--- src/rtl/generateur_tirage_if.sv ---
// Draw interface between the player-side draw generator and the downstream draw sampler.
// The generator is the master: it reads the player inputs and drives the count/trigger side.
interface generateur_tirage_if;
    logic       BtnTirage;
    logic       NouveauTirage;
    logic [6:0] CntModuloReg;
    logic       TriggerTirage;
    logic       Occupe;
    logic       TirageFini;
    logic [3:0] NbTires;

    modport master (
        input  BtnTirage, NouveauTirage,
        output CntModuloReg, TriggerTirage, Occupe, TirageFini, NbTires
    );

    modport slave (
        output BtnTirage, NouveauTirage,
        input  CntModuloReg, TriggerTirage, Occupe, TirageFini, NbTires
    );
endinterface

--- src/rtl/generateur_tirage.sv ---
// Draw generator: debounced player button, free-running modulo count that skips drawn values,
// and a trigger edge sequence that freezes the count while the sampler captures it.
module generateur_tirage #(
    parameter int MODULO          = 49,
    parameter int NB_TIRAGES      = 6,
    parameter int DEBOUNCE_CYCLES = 16,
    parameter int POLARITY_TIRAGE = 0
) (
    input logic                 Clk,
    input logic                 Reset,
    generateur_tirage_if.master tirage
);
    localparam int DW = $clog2(DEBOUNCE_CYCLES);

    localparam logic [2:0] IDLE      = 3'd0;
    localparam logic [2:0] ARME      = 3'd1;
    localparam logic [2:0] IMPULSION = 3'd2;
    localparam logic [2:0] ENREG     = 3'd3;
    localparam logic [2:0] FINI      = 3'd4;

    localparam logic TRIG_IDLE = 1'(POLARITY_TIRAGE);

    logic [1:0]    syncReg;
    logic          btnDeb;
    logic          btnDebQ;
    logic [DW-1:0] debCnt;
    logic          req;

    logic [2:0]    state;
    logic          impCnt;
    logic          trigReg;
    logic          pending;
    logic [3:0]    nbTires;
    logic [127:0]  mask;
    logic [6:0]    cntLibre;
    logic [6:0]    cntModuloReg;
    logic          curFree;
    logic          libreFree;

    always_ff @(posedge Clk or posedge Reset) begin
        if (Reset) begin
            syncReg <= '0;
            btnDeb  <= 1'b0;
            btnDebQ <= 1'b0;
            debCnt  <= '0;
        end else begin
            syncReg <= {syncReg[0], tirage.BtnTirage};
            btnDebQ <= btnDeb;
            if (syncReg[1] == btnDeb) begin
                debCnt <= '0;
            end else if (debCnt == DW'(DEBOUNCE_CYCLES - 1)) begin
                btnDeb <= syncReg[1];
                debCnt <= '0;
            end else begin
                debCnt <= debCnt + DW'(1);
            end
        end
    end

    assign req       = btnDeb & ~btnDebQ;
    assign curFree   = ~mask[cntModuloReg];
    assign libreFree = ~mask[cntLibre];

    always_ff @(posedge Clk or posedge Reset) begin
        if (Reset) begin
            state        <= IDLE;
            impCnt       <= 1'b0;
            trigReg      <= TRIG_IDLE;
            pending      <= 1'b0;
            nbTires      <= '0;
            mask         <= '0;
            cntLibre     <= 7'd1;
            cntModuloReg <= 7'd1;
        end else if (tirage.NouveauTirage) begin
            state   <= IDLE;
            impCnt  <= 1'b0;
            trigReg <= TRIG_IDLE;
            pending <= 1'b0;
            nbTires <= '0;
            mask    <= '0;
        end else begin
            case (state)
                IDLE: begin
                    cntLibre <= (cntLibre == 7'(MODULO)) ? 7'd1 : cntLibre + 7'd1;
                    if (libreFree)
                        cntModuloReg <= cntLibre;
                    // Arm on the request cycle itself so ARME follows one cycle later;
                    // the latch only carries requests that land on an already-drawn value.
                    if ((req || pending) && curFree) begin
                        state   <= ARME;
                        pending <= 1'b0;
                    end else if (req) begin
                        pending <= 1'b1;
                    end
                end
                ARME: begin
                    state   <= IMPULSION;
                    impCnt  <= 1'b0;
                    trigReg <= ~TRIG_IDLE;
                end
                IMPULSION: begin
                    impCnt <= 1'b1;
                    if (impCnt) begin
                        state   <= ENREG;
                        trigReg <= TRIG_IDLE;
                    end
                end
                ENREG: begin
                    mask[cntModuloReg] <= 1'b1;
                    nbTires            <= nbTires + 4'd1;
                    state              <= (nbTires + 4'd1 == 4'(NB_TIRAGES)) ? FINI : IDLE;
                end
                FINI: begin
                end
                default: state <= IDLE;
            endcase
        end
    end

    assign tirage.CntModuloReg  = cntModuloReg;
    assign tirage.TriggerTirage = trigReg;
    assign tirage.Occupe        = (state == ARME) || (state == IMPULSION) || (state == ENREG);
    assign tirage.TirageFini    = (state == FINI);
    assign tirage.NbTires       = nbTires;
endmodule
--- src/flat_wrapper.sv ---
// flat-port wrapper written by rule: the top's interface ports become plain ports
module generateur_tirage_flat 
#(
    parameter int MODULO          = 49,
    parameter int NB_TIRAGES      = 6,
    parameter int DEBOUNCE_CYCLES = 16,
    parameter int POLARITY_TIRAGE = 0
)
  (Clk, Reset, tirage_BtnTirage, tirage_NouveauTirage, tirage_CntModuloReg, tirage_TriggerTirage, tirage_Occupe, tirage_TirageFini, tirage_NbTires);
  generateur_tirage_if tirage_i ();
  input logic Clk;
  input logic Reset;
  input wire logic [$bits(tirage_i.BtnTirage)-1:0] tirage_BtnTirage;
  input wire logic [$bits(tirage_i.NouveauTirage)-1:0] tirage_NouveauTirage;
  output wire logic [$bits(tirage_i.CntModuloReg)-1:0] tirage_CntModuloReg;
  output wire logic [$bits(tirage_i.TriggerTirage)-1:0] tirage_TriggerTirage;
  output wire logic [$bits(tirage_i.Occupe)-1:0] tirage_Occupe;
  output wire logic [$bits(tirage_i.TirageFini)-1:0] tirage_TirageFini;
  output wire logic [$bits(tirage_i.NbTires)-1:0] tirage_NbTires;
  assign tirage_i.BtnTirage = tirage_BtnTirage;
  assign tirage_i.NouveauTirage = tirage_NouveauTirage;
  assign tirage_CntModuloReg = tirage_i.CntModuloReg;
  assign tirage_TriggerTirage = tirage_i.TriggerTirage;
  assign tirage_Occupe = tirage_i.Occupe;
  assign tirage_TirageFini = tirage_i.TirageFini;
  assign tirage_NbTires = tirage_i.NbTires;
  generateur_tirage #(.MODULO(MODULO), .NB_TIRAGES(NB_TIRAGES), .DEBOUNCE_CYCLES(DEBOUNCE_CYCLES), .POLARITY_TIRAGE(POLARITY_TIRAGE)) u_core (.Clk(Clk), .Reset(Reset), .tirage(tirage_i));
endmodule
--- config.mk ---
export PLATFORM = sky130hd
export DESIGN_NAME = generateur_tirage_flat
export DESIGN_NICKNAME = d
export VERILOG_FILES = /design/src/rtl/generateur_tirage_if.sv /design/src/rtl/generateur_tirage.sv /design/src/flat_wrapper.sv
export SDC_FILE = /design/constraint.sdc
export NUM_CORES = 1
export LEC_CHECK = 0
export BUFFER_PORTS_ARGS = -buffer_cell sky130_fd_sc_hd__buf_2
export CORE_MARGIN = 2
export CORE_UTILIZATION = 51
export CTS_CLUSTER_DIAMETER = 50
export CTS_CLUSTER_SIZE = 40
export DETAILED_ROUTE_END_ITERATION = 10
export GPL_ROUTABILITY_DRIVEN = 0
export PLACE_DENSITY_LB_ADDON = 0.1
export SLEW_MARGIN = 0
export SYNTH_ARGS = -nofsm -noshare
export SYNTH_HDL_FRONTEND = slang
export SYNTH_SLANG_ARGS = --single-unit
--- constraint.sdc ---
create_clock -name Clk -period 14.59 [get_ports Clk]
set_input_delay 1.459 -clock Clk [delete_from_list [all_inputs] [get_ports Clk]]
set_output_delay 1.459 -clock Clk [all_outputs]
set_load 0.02 [all_outputs]
==> reports/summary.txt, run 1 <==
Status: completed
Setup Fix Bufs, Post-CTS: 0
Worst VDD drop: 0.207 mV
R2R depth: 8
Setup WS post-layout: 11.32 ns
# rows: 47
# setup viols final: 0
Critical Path Source: u_core.tirage.CntModuloReg[1]
Post-DP HPWL: 15.2 mm
Vias in the first global route: 6442
Ys Warns: 0
Ys flop type: dfrtp_1
CTS tree: done
First-pass GRT wire length: 38.1 mm
Io pins: 18
Setup CP Type: flip-flop to primary output
Antenna violations before repair: 0
Worst R2R End: u_core.tirage.CntModuloReg[1]
Hold crit path type: flip-flop to flip-flop
Slew @ Worst Pin: 1.20 ns
Critical path data arrival time: 1.81 ns
Seq/Total Area, Yosys: 46.6%
Grt total ovfl: 0
Max frequency: 306 MHz
Synth cell types: 59
CORE AREA: 16500 µm²
Fin crit share: 22.4%
Worst-case clock buffer depth: 2
RSZ-0062 raised after global routing: false
Static leakage: 0.00407 µW
Die Ht: 134 µm
Mapped Nets: 844
Die width: 134 µm
Syn_area_per_cell: 10.3 µm²
Worst hold slack: 0.349 ns
Async set-reset flop share out of synthesis: 100%
Placed cells: 1017
Final Hold Fails: 0
Hold Crit Depth: 0
Req. time, crit path: 13.13 ns
Largest net degree at the start of global routing: 97
Cell family with most CP delay: buffers and inverters
Hold Path End: u_core.syncReg[1]
Clock sink count: 160
Pre-CTS setup slack: 11.41 ns
Layout cells sized above 1: 14.2%
Element type at the critical path start: flip-flop
Crit-path slowest cell: dfrtp_2
Layout area overhead: 8.09%
WL per Instance: 23.1 µm
CP bufs+invs: 2
Worst path cell trace: buf_4, buf_2
Final ANT Viol Nets: 0
Fin. max-slew vios: 0
WL final: 24.3 mm
Slowest stage delay, CP: 0.59 ns
Synth Instances: 835
Crit path time final: 3.27 ns
DRC errors left: 0
DR vias: 6822
Resized cells post-CTS: 0
Clk slew on worst S/H paths: 0.07 ns
CTS root buf: clkbuf_16
Tot GR Track Use: 27.9%
Final nets: 825
Initial DRC Count: 878
Clk Latency, worst-skew pair: 0.43 ns
DIE AREA: 17900 µm²
Non-filler cells in the finished layout: 1049
# hold bufs at CTS: 0
Crit path max fanout: 33
EDFF count, synth: 0
Final core utilization: 56.3%
Max-slew headroom: 19.0%
Worst r2r src: u_core.cntLibre[0]
PD cells: 149 nW/µm²
Cts bufs inserted: 17
Max_cap viols: 0
Critical Path End Type: primary output
Setup TNS: 0 ns
Drt via density: 6.50
Initial core utilization: 52.0%
Cell area after synthesis: 8600 µm²
Diodes inserted: 0
Buffers on Ports: 17
R2r setup slk: 11.34 ns
Hold wc startpoint: u_core.syncReg[0]
H-tree depth: 4
Final Skew: 0.0109 ns
Iteration count of the initial detailed-routing pass: 8
Flops & latches, synth: 160
[Yosys cell counts, types with 4 or more instances]
master | count | share of area (%)
a22oi_1 | 11 | 0.96
nor2b_1 | 12 | 0.87
o21ai_0 | 17 | 0.99
o2bb2ai_1 | 7 | 0.71
mux2i_1 | 34 | 4.0
ha_1 | 5 | 0.73
nor3_1 | 16 | 0.93
a221oi_1 | 9 | 0.92
dfrtp_1 | 158 | 46
buf_2 | 11 | 0.64
clkbuf_8 | 15 | 2.4
mux4_2 | 22 | 5.8
mux2_4 | 4 | 0.70
nand4_1 | 6 | 0.44
and3_1 | 4 | 0.29
nand2b_1 | 5 | 0.36
nor2_1 | 166 | 7.2
nor4_1 | 4 | 0.29
xnor2_1 | 6 | 0.61
o221ai_1 | 4 | 0.41
inv_1 | 10 | 0.44
a31oi_1 | 15 | 1.1
mux2_2 | 17 | 2.2
a21oi_1 | 135 | 7.9
o211ai_1 | 5 | 0.44
nand3_1 | 11 | 0.64
nand2_1 | 30 | 1.3
clkbuf_1 | 34 | 1.5
o21a_1 | 4 | 0.35
mux4_1 | 14 | 4.3
[report_power, final]
group / switching (µW) / internal, µW
Clock: 193 / 273
Sequential: 69.8 / 461
Combinational: 257 / 128
Total: 520 / 862
[state kept, by name, summed over array words and instances, names as in the netlist]
signal,count
u_core.mask,128
u_core.cntLibre,7
u_core.tirage.CntModuloReg,7
u_core.debCnt,4
u_core.tirage.NbTires,4
u_core.state,3
u_core.syncReg,2
u_core.btnDeb,1
u_core.btnDebQ,1
u_core.impCnt,1
u_core.pending,1
u_core.tirage.TriggerTirage,1
[layer usage]
metal	vias to the layer above	global-route usage [%]	share of wire (%)
met4	0	7.68	1.9
met5	-	0	0
met3	35	5.52	7.9
met1	3446	40.6	43
met2	341	43.2	47
li1	3000	-	-
[stage by stage]
| step | area, µm² | power, µW |
|---|---|---|
| 4_1_cts | 9300 | 1380 |
| 5_1_grt | 9300 | 1430 |
| 2_1_floorplan | 8600 | 831 |
| 3_5_place_dp | 8690 | 914 |
| 3_3_place_gp | 8690 | 907 |
| 6_report | 9300 | 1380 |
[worst reg2reg max path, delay by kind of cell, from the launching register on]
family	cells	cell delay, ns
mux	2	0.96
simple gates	1	0.27
buf+inv	1	0.51
flops	1	0.51
compound gates	4	0.88
[logic make-up (layout without fill, tap and decap cells)]
logic type / Yosys count / count (layout) / share of synthesized area (%)
AO/OA/AOI/OAI: 226 / 226 / 15.6
XOR/XNOR: 9 / 9 / 0.917
adder cells (fa/ha/maj): 5 / 5 / 0.727
buffers and inverters: 76 / 70 / 5.51
flip-flops: 160 / 160 / 46.6
multiplexers: 91 / 91 / 16.9
AND/OR/NAND/NOR: 268 / 268 / 13.7
[layout make-up]
type / count / area, µm²
clock buffer: 18 / 429
clock inverter: 14 / 180
timing repair buffer: 27 / 163
tap: 220 / 275
sequential: 160 / 4010
fill: 1438 / 7230
inverter: 11 / 46.3
multi-input combinational: 599 / 4190
[placed cells by master, fill, tap and decap left out, types with 7 or more instances in the layout]
| cell type | instances |
|---|---|
| mux4_2 | 22 |
| mux4_1 | 14 |
| a22oi_1 | 11 |
| mux2_2 | 17 |
| buf_2 | 16 |
| o2bb2ai_1 | 7 |
| dfrtp_1 | 156 |
| nand3_1 | 11 |
| nor2_1 | 166 |
| nand2_1 | 30 |
| clkbuf_16 | 17 |
| inv_1 | 9 |
| nor3_1 | 10 |
| a221oi_1 | 9 |
| a31oi_1 | 15 |
| buf_4 | 11 |
| o21ai_0 | 17 |
| mux2i_1 | 34 |
| a21oi_1 | 135 |
| nor2b_1 | 12 |
[how the worst max path moves through the flow]
stage | to | slack (ns) | depth (start not counted)
6_report | tirage_CntModuloReg[1] | 11.32 | 2
5_1_grt | u_core.tirage.CntModuloReg[1] | 11.20 | 8
4_1_cts | tirage_CntModuloReg[1] | 11.34 | 2
3_5_place_dp | u_core.tirage.CntModuloReg[2] | 11.41 | 8
3_3_place_gp | u_core.tirage.CntModuloReg[1] | 11.45 | 6
2_1_floorplan | u_core.btnDeb | 8.81 | 1
Note: power is estimated with default switching activity, not from simulation.
==> run 2: changes to the inputs <==
clock period = 3.3 ns   (was 14.59 ns; I/O delays follow)
==> run 2 against run 1 <==
  * Clock skew hardly changed
  * Core utilization is 1.9 points higher
  * Sequential share of layout area is 1.4 points lower
  * Hold slack got worse by 0.022 ns
  * First-iteration DRC count down 5.1%
  * Non-clock buffer count increased by 31
  * Final cell count rose by 3.0%
  * Count of clock-buffer cells in the layout down 1
  * Sequential power increased to 4.4 times the previous value
  * Clock power rose to 4.9 times the previous value
  * Critical path type is now flip-flop to flip-flop
==> reports/summary.txt, run 2 (synthesized netlist as in run 1, its figures left out) <==
Slew @ Worst Pin: 0.954 ns (-0.250 ns)
H-tree depth: 4 (unchanged)
Non-filler cells in the finished layout: 1080 (+3.0%)
Footprint of the multi-input gates: 4160 µm² (-0.89%)
Power Internal: 4090 µW (+370%)
Commonest non-fill, non-tap cells in the layout: nor2_1 (166), dfrtp_1 (156), a21oi_1 (135)
RSZ-0062 raised after global routing: false
# setup viols final: 0 (unchanged)
Req. time, crit path: 3.62 ns (-9.51 ns)
R2R depth: 8 (unchanged)
Hold Crit Depth: 5 (+5)
Worst r2r src: u_core.cntLibre[0]
Final nets: 856 (+3.8%)
CTS tree: done
Layout area overhead: 11.8%
Crit path time final: 2.89 ns
Drt via density: 6.43 (-1.1%)
DR vias: 6949 (+1.9%)
Storage cell area: 4010 µm² (unchanged)
Largest net degree at the start of global routing: 79 (-19%)
Placed cells: 1046 (+2.9%)
Worst-case clock buffer depth: 2 (unchanged)
Switching share of power: 36.7% (-0.94 points)
Setup CP Type: flip-flop to flip-flop
Hold crit path type: primary input to flip-flop
Status: completed
Critical path data arrival time: 3.21 ns (+1.40 ns)
Most common cell after layout, fill and taps aside: nor2_1
Initial core utilization: 52.0% (unchanged)
DRC errors left: 0 (unchanged)
First-pass GRT wire length: 40.1 mm (+5.2%)
Fin crit share: 87.6%
CTS root buf: clkbuf_16
Fin. max-slew vios: 0 (unchanged)
WL final: 24.8 mm (+2.2%)
PD cells: 672 nW/µm² (+350%)
Initial DRC Count: 833 (-5.1%)
Die Ht: 134 µm (unchanged)
Buffers on Ports: 17 (unchanged)
Fillers: 1386 (-3.6%)
Cts bufs inserted: 17 (unchanged)
Hold Path End: u_core.cntLibre[0]
Max_cap viols: 0 (unchanged)
CORE AREA: 16500 µm² (unchanged)
Static leakage: 0.00424 µW (+4.1%)
Max reg flops: 128 (unchanged)
Post-DP HPWL: 16.6 mm (+9.4%)
P_sw: 2370 µW (+360%)
Final Hold Fails: 0 (unchanged)
Worst VDD drop: 0.611 mV (+200%)
Final Skew: 0.0104 ns (-0.000451 ns)
Setup TNS: 0 ns (unchanged)
Clock sink count: 160 (unchanged)
WL per Instance: 23.0 µm (-0.74%)
Hold wc startpoint: tirage_NouveauTirage
Iteration count of the initial detailed-routing pass: 6 (-2)
Grt total ovfl: 0 (unchanged)
DIE AREA: 17900 µm² (unchanged)
Max frequency: 346 MHz
Worst R2R End: u_core.tirage.CntModuloReg[2]
Io pins: 18 (unchanged)
Layout cells sized above 1: 17.2% (+3.0 points)
Tot GR Track Use: 29.2% (+1.3 points)
Flop pwr share: 36.1% (-2.3 points)
Top reg by flops: u_core.mask
Clock Power Share: 35.1% (+1.4 points)
Crit path max fanout: 13 (-61%)
Vias in the first global route: 6836 (+6.1%)
Clk slew on worst S/H paths: 0.07 ns (about the same)
Antenna violations before repair: 1 (+1)
Clk Latency, worst-skew pair: 0.44 ns (about the same)
Critical Path End Type: flip-flop
Diodes inserted: 0 (unchanged)
Logic pwr share: 28.8% (+0.9 points)
Final ANT Viol Nets: 0 (unchanged)
Max-slew headroom: 35.9% (+17 points)
Setup Fix Bufs, Post-CTS: 0 (unchanged)
R2r setup slk: 0.41 ns (-10.93 ns)
# rows: 47 (unchanged)
Die width: 134 µm (unchanged)
Element type at the critical path start: flip-flop
[run 2: cell count changes in the layout (fill, tap and decap cells not counted)]
cell and change:
clkbuf_1 -1, nor3_2 +6, buf_12 +5, clkinv_4 -3
bufinv_16 +2, clkinv_2 -1, inv_6 +1, dlygate4sd3_1 +2
nor3_4 -6, inv_8 +2, buf_4 +24
[run 2: cell type report]
class / count / area share [%]
inverters: 11 / 0.468
clock buffers: 17 / 4.42
flip-flops and latches: 160 / 41.7
multi-input cells: 599 / 43.2
well taps: 220 / 2.86
clock inverters: 15 / 2.51
repair buffers: 58 / 4.81
[run 2: metal layers]
| metal | part of all wire [%] | up-vias | global-route usage, % |
|---|---|---|---|
| met1 | 42 | 3514 | 41.3 |
| met4 | 2.4 | 2 | 9.40 |
| met5 | 0.052 | - | 0 |
| met2 | 47 | 326 | 44.4 |
| li1 | - | 3053 | - |
| met3 | 8.5 | 54 | 7.45 |
[run 2: worst max-delay path, stage by stage, from the launching register on]
cell and delay [ns]:
dfstp_2 0.59, buf_4 0.27, mux4_1 0.57, nor2b_1 0.15, a2111oi_0 0.45, nor4_1 0.13, o21ai_2 0.10, nand3b_4 0.17
mux2_4 0.33
[run 2: metrics by stage]
step | hold WS, ns | instance area (µm²) | worst slack [ns] | total power, µW | utilization, %
final | 0.327 | 9620 | 0.408 | 6460 | 58.2
after global routing | 0.353 | 9620 | 0.271 | 6680 | 58.2
after CTS | 0.323 | 9620 | 0.410 | 6430 | 58.2
after detailed placement | 0.350 | 8930 | 0.426 | 4170 | 54.0
after global placement | 0.334 | 8930 | 0.431 | 4150 | 54.0
after floorplan | 0.331 | 8600 | 0.736 | 3680 | -
[run 2: worst max-delay path by stage]
stage                        from                       endpoint  slack [ns]  cells past startpoint
2_1_floorplan  u_core.cntLibre[0]  u_core.tirage.CntModuloReg[5]        0.74                      7
3_3_place_gp   u_core.cntLibre[0]  u_core.tirage.CntModuloReg[1]        0.43                      8
3_5_place_dp   u_core.cntLibre[0]  u_core.tirage.CntModuloReg[5]        0.43                      8
4_1_cts        u_core.cntLibre[0]  u_core.tirage.CntModuloReg[5]        0.41                      8
5_1_grt        u_core.cntLibre[0]  u_core.tirage.CntModuloReg[5]        0.27                      8
6_report       u_core.cntLibre[0]  u_core.tirage.CntModuloReg[2]        0.41                      8
[run 2: timing repair]
| action | CTS | global route |
|---|---|---|
| hold buffers | 2 | 0 |
| endpoints found under the hold margin | 17 | 0 |
| gates resized for setup | 0 | 0 |
[run 2: power by group through the flow]
| stage | clock network (µW) | registers, µW | logic [µW] |
|---|---|---|---|
| floorplan | 0 | 2170 | 1500 |
| global placement | 0 | 2350 | 1800 |
| detailed placement | 0 | 2360 | 1810 |
| CTS | 2290 | 2320 | 1820 |
| global route | 2380 | 2350 | 1950 |
| finish | 2270 | 2330 | 1860 |
